===== src/rtl/fir_dec_pkg.sv =====
// Shared defaults and helpers for the FIR output decimator.
// Latency: n/a (package only).
// Backpressure: n/a (package only).
//
// Holds default parameter values, a constant-evaluable clog2, the
// accumulator width derivation and the output saturation constant.
package fir_dec_pkg;

    localparam int IN_WIDTH_DEF   = 16;
    localparam int DEC_MAX_DEF    = 16;
    localparam int OUT_WIDTH_DEF  = 8;
    localparam int FIFO_DEPTH_DEF = 4;

    // Smallest r with 2**r >= value; constant-evaluable for parameter math.
    function automatic int clog2(input int value);
        int r;
        r = 0;
        for (int i = 0; i < 31; i++) begin
            if ((1 << i) < value) begin
                r = i + 1;
            end
        end
        return r;
    endfunction

    // Largest value representable in an unsigned field of the given width.
    function automatic int sat_value(input int width);
        return (1 << width) - 1;
    endfunction

    // Window sum of DEC_MAX full-scale samples fits without overflow.
    localparam int ACC_WIDTH_DEF = IN_WIDTH_DEF + clog2(DEC_MAX_DEF);
    localparam int SAT_VAL_DEF   = sat_value(OUT_WIDTH_DEF);

endpackage


===== src/rtl/fir_dec_fifo.sv =====
// First-word-fall-through result FIFO; head is visible on pop_dat whenever !empty.
// Latency: push at edge k is visible on pop_dat after edge k.
// Backpressure: push while full is ignored unless a pop happens the same edge.
//
// Ports: clk, rst_n (async active-low), push/push_dat, pop/pop_dat, full, empty.
// Pointers carry one extra wrap bit to tell full from empty.
module fir_dec_fifo
    import fir_dec_pkg::*;
#(
    parameter int WIDTH = 8,
    parameter int DEPTH = 4
) (
    input  logic             clk,
    input  logic             rst_n,
    input  logic             push,
    input  logic [WIDTH-1:0] push_dat,
    input  logic             pop,
    output logic [WIDTH-1:0] pop_dat,
    output logic             full,
    output logic             empty
);

    localparam int AW = clog2(DEPTH);

    logic [WIDTH-1:0] mem [DEPTH];
    logic [AW:0]      wr_ptr;
    logic [AW:0]      rd_ptr;
    logic             do_push;
    logic             do_pop;

    assign empty = (wr_ptr == rd_ptr);
    assign full  = (wr_ptr[AW] != rd_ptr[AW]) && (wr_ptr[AW-1:0] == rd_ptr[AW-1:0]);

    // A pop frees the slot the simultaneous push lands in, so full+pop still accepts.
    assign do_pop  = pop & ~empty;
    assign do_push = push & (~full | do_pop);

    // Head reads as zero when empty so the output is clean out of reset.
    assign pop_dat = empty ? '0 : mem[rd_ptr[AW-1:0]];

    always_ff @(posedge clk) begin
        if (do_push) begin
            mem[wr_ptr[AW-1:0]] <= push_dat;
        end
    end

    always_ff @(posedge clk or negedge rst_n) begin
        if (!rst_n) begin
            wr_ptr <= '0;
            rd_ptr <= '0;
        end else begin
            if (do_push) begin
                wr_ptr <= wr_ptr + 1'b1;
            end
            if (do_pop) begin
                rd_ptr <= rd_ptr + 1'b1;
            end
        end
    end

endmodule


===== src/rtl/fir_dec_out.sv =====
// Integrate-and-dump decimator on FIR output: window sum, shift, round, saturate, FIFO.
// Latency: last window sample at edge k -> sum registered at k -> FIFO write at k+1.
// Backpressure: none on input; results dropped when FIFO full (sticky ovf), out valid/ready.
//
// Ports: clk, rst_n (async active-low), in_data/in_valid, dec_sel (ratio-1),
//        shift, out_data/out_valid/out_ready, ovf/ovf_clr.
// Optional macro FIR_DEC_ROUND_EN: round half up before the shift (default truncates).
module fir_dec_out
    import fir_dec_pkg::*;
#(
    parameter int IN_WIDTH   = IN_WIDTH_DEF,
    parameter int DEC_MAX    = DEC_MAX_DEF,
    parameter int OUT_WIDTH  = OUT_WIDTH_DEF,
    parameter int FIFO_DEPTH = FIFO_DEPTH_DEF
) (
    input  logic                       clk,
    input  logic                       rst_n,
    input  logic [IN_WIDTH-1:0]        in_data,
    input  logic                       in_valid,
    input  logic [clog2(DEC_MAX)-1:0]  dec_sel,
    input  logic [3:0]                 shift,
    output logic [OUT_WIDTH-1:0]       out_data,
    output logic                       out_valid,
    input  logic                       out_ready,
    output logic                       ovf,
    input  logic                       ovf_clr
);

    localparam int DSEL_W    = clog2(DEC_MAX);
    localparam int ACC_WIDTH = IN_WIDTH + DSEL_W;
    localparam logic [OUT_WIDTH-1:0] SAT_VAL = OUT_WIDTH'(sat_value(OUT_WIDTH));

    // Window state
    logic [DSEL_W-1:0]    cnt;
    logic [DSEL_W-1:0]    ratio_lat;
    logic [3:0]           shift_lat;
    logic [ACC_WIDTH-1:0] acc;

    // Dump register: completed window sum plus the shift that belongs to it
    logic                 dump_vld;
    logic [ACC_WIDTH-1:0] sum_q;
    logic [3:0]           dump_shift;

    logic                 first;
    logic                 last;
    logic [DSEL_W-1:0]    win_ratio;
    logic [3:0]           win_shift;
    logic [ACC_WIDTH-1:0] in_ext;
    logic [ACC_WIDTH-1:0] acc_next;

    // On the first sample of a window the live controls apply directly, since
    // the latched copies only become valid after this edge.
    assign first     = (cnt == '0);
    assign win_ratio = first ? dec_sel : ratio_lat;
    assign win_shift = first ? shift   : shift_lat;
    assign last      = (cnt == win_ratio);
    assign in_ext    = {{DSEL_W{1'b0}}, in_data};
    assign acc_next  = first ? in_ext : (acc + in_ext);

    always_ff @(posedge clk or negedge rst_n) begin
        if (!rst_n) begin
            cnt        <= '0;
            ratio_lat  <= '0;
            shift_lat  <= '0;
            acc        <= '0;
            dump_vld   <= 1'b0;
            sum_q      <= '0;
            dump_shift <= '0;
        end else begin
            dump_vld <= in_valid & last;
            if (in_valid) begin
                acc <= acc_next;
                if (first) begin
                    ratio_lat <= dec_sel;
                    shift_lat <= shift;
                end
                if (last) begin
                    cnt        <= '0;
                    sum_q      <= acc_next;
                    dump_shift <= win_shift;
                end else begin
                    cnt <= cnt + 1'b1;
                end
            end
        end
    end

    // Scaler: one extra bit keeps the rounding carry out of the saturation test.
    logic [ACC_WIDTH:0]   sum_ext;
    logic [ACC_WIDTH:0]   scaled;
    logic [OUT_WIDTH-1:0] result;

    assign sum_ext = {1'b0, sum_q};

`ifdef FIR_DEC_ROUND_EN
    logic [ACC_WIDTH:0] round_term;

    always_comb begin
        round_term = '0;
        if (dump_shift != 4'd0) begin
            round_term = {{ACC_WIDTH{1'b0}}, 1'b1} << (dump_shift - 4'd1);
        end
    end

    assign scaled = (sum_ext + round_term) >> dump_shift;
`else
    assign scaled = sum_ext >> dump_shift;
`endif

    assign result = (|scaled[ACC_WIDTH:OUT_WIDTH]) ? SAT_VAL : scaled[OUT_WIDTH-1:0];

    // Result FIFO and overrun tracking
    logic fifo_full;
    logic fifo_empty;
    logic pop;
    logic drop;

    assign out_valid = ~fifo_empty;
    assign pop       = out_valid & out_ready;
    assign drop      = dump_vld & fifo_full & ~pop;

    fir_dec_fifo #(
        .WIDTH (OUT_WIDTH),
        .DEPTH (FIFO_DEPTH)
    ) u_fifo (
        .clk      (clk),
        .rst_n    (rst_n),
        .push     (dump_vld),
        .push_dat (result),
        .pop      (pop),
        .pop_dat  (out_data),
        .full     (fifo_full),
        .empty    (fifo_empty)
    );

    // A fresh drop outranks a simultaneous clear so no overrun goes unreported.
    always_ff @(posedge clk or negedge rst_n) begin
        if (!rst_n) begin
            ovf <= 1'b0;
        end else if (drop) begin
            ovf <= 1'b1;
        end else if (ovf_clr) begin
            ovf <= 1'b0;
        end
    end

endmodule

===== config.mk =====
export PLATFORM = sky130hd
export DESIGN_NAME = fir_dec_out
export DESIGN_NICKNAME = d
export VERILOG_FILES = /design/src/rtl/fir_dec_pkg.sv /design/src/rtl/fir_dec_fifo.sv /design/src/rtl/fir_dec_out.sv
export SDC_FILE = /design/constraint.sdc
export NUM_CORES = 1
export LEC_CHECK = 0
export ABC_AREA = 1
export BUFFER_PORTS_ARGS = -buffer_cell sky130_fd_sc_hd__buf_2
export CAP_MARGIN = 20
export CORE_MARGIN = 1
export CORE_UTILIZATION = 41
export CTS_CLUSTER_SIZE = 8
export DETAILED_ROUTE_END_ITERATION = 8
export GPL_TIMING_DRIVEN = 0
export MAX_ROUTING_LAYER = met4
export PLACE_DENSITY = 0.66
export SLEW_MARGIN = 20
export SYNTH_ARGS = -nofsm -noshare
export SYNTH_HDL_FRONTEND = slang
export SYNTH_SLANG_ARGS = --single-unit

===== constraint.sdc =====
create_clock -name clk -period 5.4 [get_ports clk]
set_input_delay 1.08 -clock clk [delete_from_list [all_inputs] [get_ports clk]]
set_output_delay 1.08 -clock clk [all_outputs]
set_load 0.05 [all_outputs]

**Word-level counts from Yosys, hierarchy flattened**

Memory sizes are Yosys's and may differ from the RTL's.
Cells that the tools add are included.

- Bits in registers: 64
- Bits in latches: 0
- Memory bits (writable): 32
- Memory bits (read-only): 0
- Bits of input ports: 29
- Output and inout bits: 10
- Logic and storage cells: 45
- Memories: 1

Memory list:

| name | depth | bits a word | rd ports | clocked after memory_dff | write ports | line | text |
|---|---|---|---|---|---|---|---|
| u_fifo.mem | 4 | 8 | 1 | 0 | 1 | fir_dec_fifo.sv:25 | `logic [WIDTH-1:0] mem [DEPTH];` |

- Add/subtract/negate cells: 4
- $mul: 0
- Divide/modulo/power cells: 0
- Magnitude comparators: 0
- Eq/ne operators: 4
- Shift-type cells: 1
- Mux-type cells: 10
- Bitwise logic cells: 10
- Reduce and logical (&&, ||, !) cells: 5

Operators by type and width:

| kind | number |
|---|---|
| $shr 20x4->21 | 1 |
| $add 20x16->20 | 1 |
| $mux 20 | 1 |
| $mux 8 | 2 |
| $reduce_or 13->1 | 1 |
| $mux 4 | 3 |
| $add 3x1->3 const B | 2 |
| $and 1x1->1 | 6 |
| $add 4x1->4 const B | 1 |
| $eq 4x4->1 | 1 |
| $logic_not 4->1 | 1 |
| $mux 1 | 4 |
| $eq 3x3->1 | 1 |
| $not 1->1 | 3 |
| $eq 2x2->1 | 1 |
| $reduce_and 2->1 | 1 |
| $reduce_bool 2->1 | 1 |
| $logic_and 1x1->1 | 1 |
| $ne 1x1->1 | 1 |
| $or 1x1->1 | 1 |

**Depth between registers and ports, before layout**

Gate-level depths: netlist of run 1.

- Depth in word-level cells: 8
- Mapped depth: 14
- Mapped depth without buffers: 14

**Modules after synthesis**

From an unflattened synthesis of run 1, not the netlist that was laid out.

- Cell total of the unflattened synthesis: 899
- Area total of the unflattened synthesis: 6364.9 sq um

By module, submodules not included:

| module | times used | cells each | area each (sq um) | seq. area each (sq um) |
|---|---|---|---|---|
| fir_dec_out | 1 | 737 | 4583.1 | 1451.4 |
| fir_dec_fifo | 1 | 162 | 1781.7 | 1111.1 |

**Least setup slack after synthesis of run 1**

OpenSTA, ideal clock, no wires.

- Path type: register to output
- Start point: register u_fifo.rd_ptr[1]
- End point: output port out_data[0]
- Arrival time: 1595 ps
- Slack: 2725 ps
- Cell stages (with the launch flop): 8
- Cell sequence: dfrtp_1 > clkbuf_1 > inv_1 > nand2_1 > nand4_1 > buf_2 > nand2_1 > inv_1

- Word-level cells in the longest chain between the ends: 2

RTL lines:

| item | line | text |
|---|---|---|
| from (decl) | fir_dec_fifo.sv:27 | `logic [AW:0] rd_ptr;` |
| from (signal assigned) | fir_dec_fifo.sv:56 | `rd_ptr <= rd_ptr + 1'b1;` |
| $mem_v2 4x8 or $eq 3x3->1 (tied branches) | - |  |
| $mux 8 * | fir_dec_fifo.sv:39 | `assign pop_dat = empty ? '0 : mem[rd_ptr[AW-1:0]];` |
| to (decl) | fir_dec_out.sv:22 | `output logic [OUT_WIDTH-1:0] out_data,` |

Mark *: on every way between the ends. The rest lies on a longest branch, timed or not.

**Worst setup path after layout of run 1**

- Start point: register u_fifo.rd_ptr[0]
- End point: output port out_data[2]

Same word-level chain as after synthesis.

==> reports/results.tsv, run 1 <==
metric	value	unit
pins over their slew limit	0	
pwr dens	644	mW/mm2
diode count	0	
GPL Wtd Cong	0.948	
hold slack final	0.487	ns
num rows	44	
vias in the first global route	5489	
Primary FF master, synth	dfrtp_1	
routed wire length	15.1	mm
Root Buffer	clkbuf_16	
Gate Count Post-Synth	866	
Yosys warning count	0	
Setup Crit Path Kind	reg -> out	
Pleak	3.42	nW
Die X	125	um
DR iter-0 viols	275	
Final Setup Violations	0	
Max Fclk	0.297	GHz
top cell type's share of synthesized area	25.9	%
gr ovfl total	0	
Total Routing Usage GR	21.7	%
Initial Util	42.3	%
share of layout cells above drive strength 1	8.04	%
setup tns final	0	ns
cell with the most instances after synthesis	nand2_1	
ranking of synthesized cells by area	dfrtp_1 26%, nand2_1 19%, edfxtp_1 16%	
Critical Path Fanout Max	10	
Worst EP arrival	2.29	ns
Layout area overhead	12.2	%
CTS resizes	0	
initial antenna violation count	0	
final hold violation count	0	
Die Area	0.0155	mm2
syn_nets	919	
cell taking the most area after synthesis	dfrtp_1	
core area	0.0146	mm2
Worst-Skew Late Latency	0.35	ns
I/O pins	39	
status	completed	
min Tclk post-route	3.37	ns
Slowest cell on crit path	buf_1	
Hold/Removal Path Class	reg -> reg	
TritonCTS clock tree	yes	
CTS max path bufs	2	
DP HPWL	11.8	mm
clk_skew	0.0123	ns
Post-route DRC	0	
Post-synth EDFFs	32	
asr flop ratio synth	66.7	%
via/cell ratio	4.98	
synthesized cell area	0.00617	mm2
die height	125	um
# port buffers	37	
Cell Chain, Critical Path	clkbuf_1 > inv_1 > buf_1 > nor2_1 > o22ai_1 > nand2_1 > inv_1 > buf_2	
DR pass1 iterations	4	
largest net degree at the start of global routing	42	
CTS buffer count	9	
WL/cell	13.7	um
Max Cap Viol	0	
Seq/Total Area, Yosys	41.5	%
first-pass GRT wire length	26.4	mm
Max stage delay on crit path	0.44	ns
routed via count	5496	
H-tree depth	3	
syn_area_per_cell	7.13	um2
Crit. End Element	output pin	
Synth Register Bits	96	
RSZ-0062 raised after global routing	false	
distinct cell type count after synthesis	34	
crit-path most repeated cell	inv_1	
Peak VDD IR	293	uV
Post-CTS Hold Buffers	0	
list of most frequent post-synthesis cells	318 x nand2_1, 97 x inv_1, 80 x o21ai_0, 73 x nand3_1, 64 x dfrtp_1	
WP data required	4.32	ns
Final ANT Viol Nets	0	
Max-slew headroom	43.8	%
Post-CTS Setup Bufs	0	
Final #Nets	968	
Clock transition at path regs	0.07	ns
CP Launch Type	flip-flop	
slew of the pin with the lowest slew margin	0.839	ns
CTS Sinks	96	
final period utilization	62.4	%
[area by class of cell]
cell class	count	area, um2
buffer	31	154
clock inverter	4	56.3
sequential	96	2560
multi-input combinational	639	3080
clock buffer	12	259
fill	1502	7660
inverter	100	378
timing repair buffer	38	208
tap	184	230
[worst max-delay path: cells and delay by family (launching register included)]
kind                   cells  cell delay (ns)
AOI/OAI and AO/OA          1             0.21
buffers and inverters      5             1.19
DFF                        1             0.38
and+or+nand+nor            2             0.16
[kinds of logic (layout without fill, tap and decap cells)]
group,after synthesis,count (layout),share of synthesized area (%)
and+or+nand+nor,482,482,32.7
buffers and inverters,131,185,8.62
AOI/OAI and AO/OA,120,120,10.3
DFF,96,96,41.5
adders and majority gates,24,24,4.99
xor gates and xnor gates,12,12,1.70
muxes,1,1,0.162
[state kept, by name, indices dropped and copies added, names as in the netlist]
signal and count:
acc 20, cnt 4, dump_shift 4, dump_vld 1, ovf 1, ratio_lat 4
shift_lat 4, sum_q 20, u_fifo.mem 32, u_fifo.rd_ptr 3, u_fifo.wr_ptr 3
[stage by stage]
stage	setup slack, ns	std cells	power, mW	cell area [um2]	utilization [%]
after floorplan	2.72	866	3.15	6170	-
final	2.03	1104	4.46	6930	47.5
after detailed placement	2.38	1088	3.79	6610	45.3
after global routing	1.82	1104	4.92	6930	47.5
after CTS	1.99	1104	4.48	6930	47.5
after global placement	2.41	1087	3.75	6590	45.2
[worst paths after layout]
check	endpoint	cells past startpoint	startpoint	slack, ns
min in group asynchronous	acc[14]	1	rst_n	0.62
worst max register to register	u_fifo.mem[3][6]	6	u_fifo.rd_ptr[1]	3.01
max in group asynchronous	u_fifo.rd_ptr[2]	2	rst_n	4.24
worst max-delay path	out_data[2]	8	u_fifo.rd_ptr[0]	2.03
worst min-delay path	u_fifo.wr_ptr[2]	1	u_fifo.wr_ptr[2]	0.49
worst min register to register	u_fifo.wr_ptr[2]	1	u_fifo.wr_ptr[2]	0.49
[layout by cell type (no fill, tap or decap), types with 4 or more instances in the layout]
| master | synthesis | routed |
|---|---|---|
| xor2_1 | 6 | 6 |
| nor2_1 | 53 | 53 |
| nand3_1 | 73 | 73 |
| clkbuf_1 | 18 | 19 |
| a31oi_1 | 5 | 5 |
| o22ai_1 | 9 | 9 |
| o211ai_1 | 7 | 7 |
| nand3b_1 | 6 | 6 |
| nor3_1 | 6 | 6 |
| buf_2 | 6 | 42 |
| or2_2 | 4 | 4 |
| inv_1 | 97 | 97 |
| clkbuf_16 | 0 | 10 |
| dfrtp_1 | 64 | 64 |
| buf_6 | 4 | 4 |
| o21ai_0 | 80 | 80 |
| ha_1 | 23 | 23 |
| xnor2_1 | 6 | 6 |
| nand4_1 | 13 | 13 |
| edfxtp_1 | 32 | 32 |
| a21oi_1 | 17 | 17 |
| nand2_1 | 318 | 318 |
[metal layers]
metal	GRT usage, %	routed length, um
met1	26.5	7050
met2	36.4	7330
met3	2.10	440
met4	9.43	287
met5	-	0
[where the power goes]
group / internal, mW / leakage [nW] / total (mW) / switching [mW]
sequential: 1.03 / 1.07 / 1.18 / 0.156
clock: 0.394 / 0.156 / 0.679 / 0.285
combinational: 0.816 / 2.19 / 2.60 / 1.78
No activity file was read; power rests on OpenSTA's default activity.
==> run 2, diff against run 1 <==
Settings changed: PLACE_DENSITY 0.66 to 0.68.
Clock period 5.4 ns to 3.01 ns, I/O delays scaled along.
==> run 2 against run 1 <==
Compared with the run above: power increased by 75%; non-clock buffer count unchanged; count of clock-buffer cells in the layout decreased by 2; sequential share of layout area increased by 0.22 points; die area unchanged.
==> reports/results.tsv, run 2 (synthesized netlist as in run 1, its figures left out) <==
metric	value	unit
slew of the pin with the lowest slew margin	0.904	ns
Final Setup Violations	0	
Slowest cell on crit path	dfrtp_1	
Clock transition at path regs	0.07	ns
Initial Util	42.3	%
H-tree depth	3	
Place WS	0.449	ns
crit-path most repeated cell	inv_1	
Post-route DRC	0	
DR iter-0 viols	311	
final period utilization	90.9	%
Cell Chain, Critical Path	clkbuf_1 > inv_1 > clkbuf_2 > nor2_1 > o22ai_1 > nand2_1 > inv_1 > buf_2	
# port buffers	37	
share of layout cells above drive strength 1	8.04	%
initial antenna violation count	0	
Max Fclk	0.365	GHz
via/cell ratio	5.03	
WP data required	2.41	ns
final hold violation count	0	
die height	125	um
status	completed	
Max stage delay on crit path	0.38	ns
GPL Wtd Cong	0.982	
Max Cap Viol	0	
max reg flops	32	
commonest non-fill, non-tap cell in the layout	nand2_1	
setup tns final	0	ns
CTS max path bufs	2	
pins over their slew limit	0	
Final Power	7.82	mW
Die X	125	um
P_int	3.87	mW
Seq pwr share	27.2	%
switch share	50.5	%
gr ovfl total	0	
CTS Sinks	96	
CP Launch Type	flip-flop	
Comb power frac	59.4	%
setup ws final	0.273	ns
Final ANT Viol Nets	0	
DP HPWL	11.6	mm
clk_skew	0.00867	ns
Hold/Removal Path Class	in -> async	
min Tclk post-route	2.74	ns
Peak VDD IR	444	uV
Die Area	0.0155	mm2
WL/cell	13.5	um
Critical Path Fanout Max	10	
DR pass1 iterations	5	
CTS buffer count	9	
RSZ-0062 raised after global routing	false	
Clk network pwr share	13.4	%
Layout area overhead	11.6	%
switching power of the nets	3.95	mW
routed via count	5553	
TritonCTS clock tree	yes	
vias in the first global route	5242	
first-pass GRT wire length	25.3	mm
routed wire length	14.9	mm
diode count	0	
Final #Nets	968	
most frequent cells in the layout	318 x nand2_1, 97 x inv_1, 80 x o21ai_0, 73 x nand3_1, 64 x dfrtp_1	
largest net degree at the start of global routing	50	
num rows	44	
Crit. End Element	output pin	
Worst EP arrival	2.14	ns
Total Routing Usage GR	21.0	%
pwr dens	1140	mW/mm2
I/O pins	39	
Pleak	3.39	nW
Worst-Skew Late Latency	0.35	ns
Setup Crit Path Kind	reg -> out	
Root Buffer	clkbuf_16	
Max-slew headroom	39.5	%
core area	0.0146	mm2
[run 2: cell count changes in the layout (fill, tap and decap cells not counted), sizes merged]
cell      previous run  this run
clkinv               3         6
clkinvlp             0         2
inv                100        98
buf                 51        50
bufinv               1         0
clkbuf              30        29
[run 2: power groups by stage]
stage / sequential, mW / clock, mW / combinational, mW
5_1_grt: 2.18 / 1.13 / 5.33
4_1_cts: 2.12 / 1.08 / 4.65
2_1_floorplan: 2.07 / 0 / 3.59
6_report: 2.12 / 1.05 / 4.65
3_5_place_dp: 2.14 / 0 / 4.64
3_3_place_gp: 2.14 / 0 / 4.58
[run 2: path summary, 6_finish.rpt]
kind / startpoint / to / slack [ns] / cells after the start
max: u_fifo.rd_ptr[0] / out_data[2] / 0.27 / 8
min: rst_n / acc[14] / 0.11 / 1
max reg2reg: u_fifo.rd_ptr[1] / u_fifo.mem[3][5] / 0.56 / 6
min reg2reg: u_fifo.wr_ptr[2] / u_fifo.wr_ptr[2] / 0.49 / 1
max in group asynchronous: rst_n / u_fifo.rd_ptr[0] / 2.38 / 2
min in group clk: ovf_clr / ovf / 0.44 / 2
[run 2: routing by layer]
layer	vias to the layer above	global-route usage (%)	part of all wire, %
li1	2896	-	-
met1	2516	25.6	46
met2	117	35.0	48
met3	24	3.22	3.7
met4	0	7.65	2.3
met5	-	-	0
[run 2: timing repair]
action	CTS	global route
hold buffers	0	0
gates resized for setup	0	3
buffers inserted	0	0
endpoints found under the setup margin	0	8
[run 2: final cells by class]
cell class | instances | area (um2)
fillers | 1466 | 7700
multi-input cells | 639 | 3080
flip-flops and latches | 96 | 2560
inverters | 100 | 378
well taps | 184 | 230
clock buffers | 10 | 229
repair buffers | 38 | 215
plain buffers | 31 | 156
clock inverters | 6 | 36.3
[run 2: through the flow]
stage                     hold WS, ns  cells  instance area (um2)  utilization [%]
after floorplan                 0.306    866                 6170                -
after global placement          0.466   1087                 6590             45.2
after detailed placement        0.471   1088                 6620             45.4
after CTS                       0.104   1104                 6880             47.2
after global routing            0.116   1104                 6890             47.2
final                           0.106   1104                 6890             47.2
[run 2: critical path, delay by kind of cell (launching register included)]
family / cells / cell delay [ns]
simple gates: 2 / 0.15
buf+inv: 5 / 1.05
compound gates: 1 / 0.21
flops: 1 / 0.38
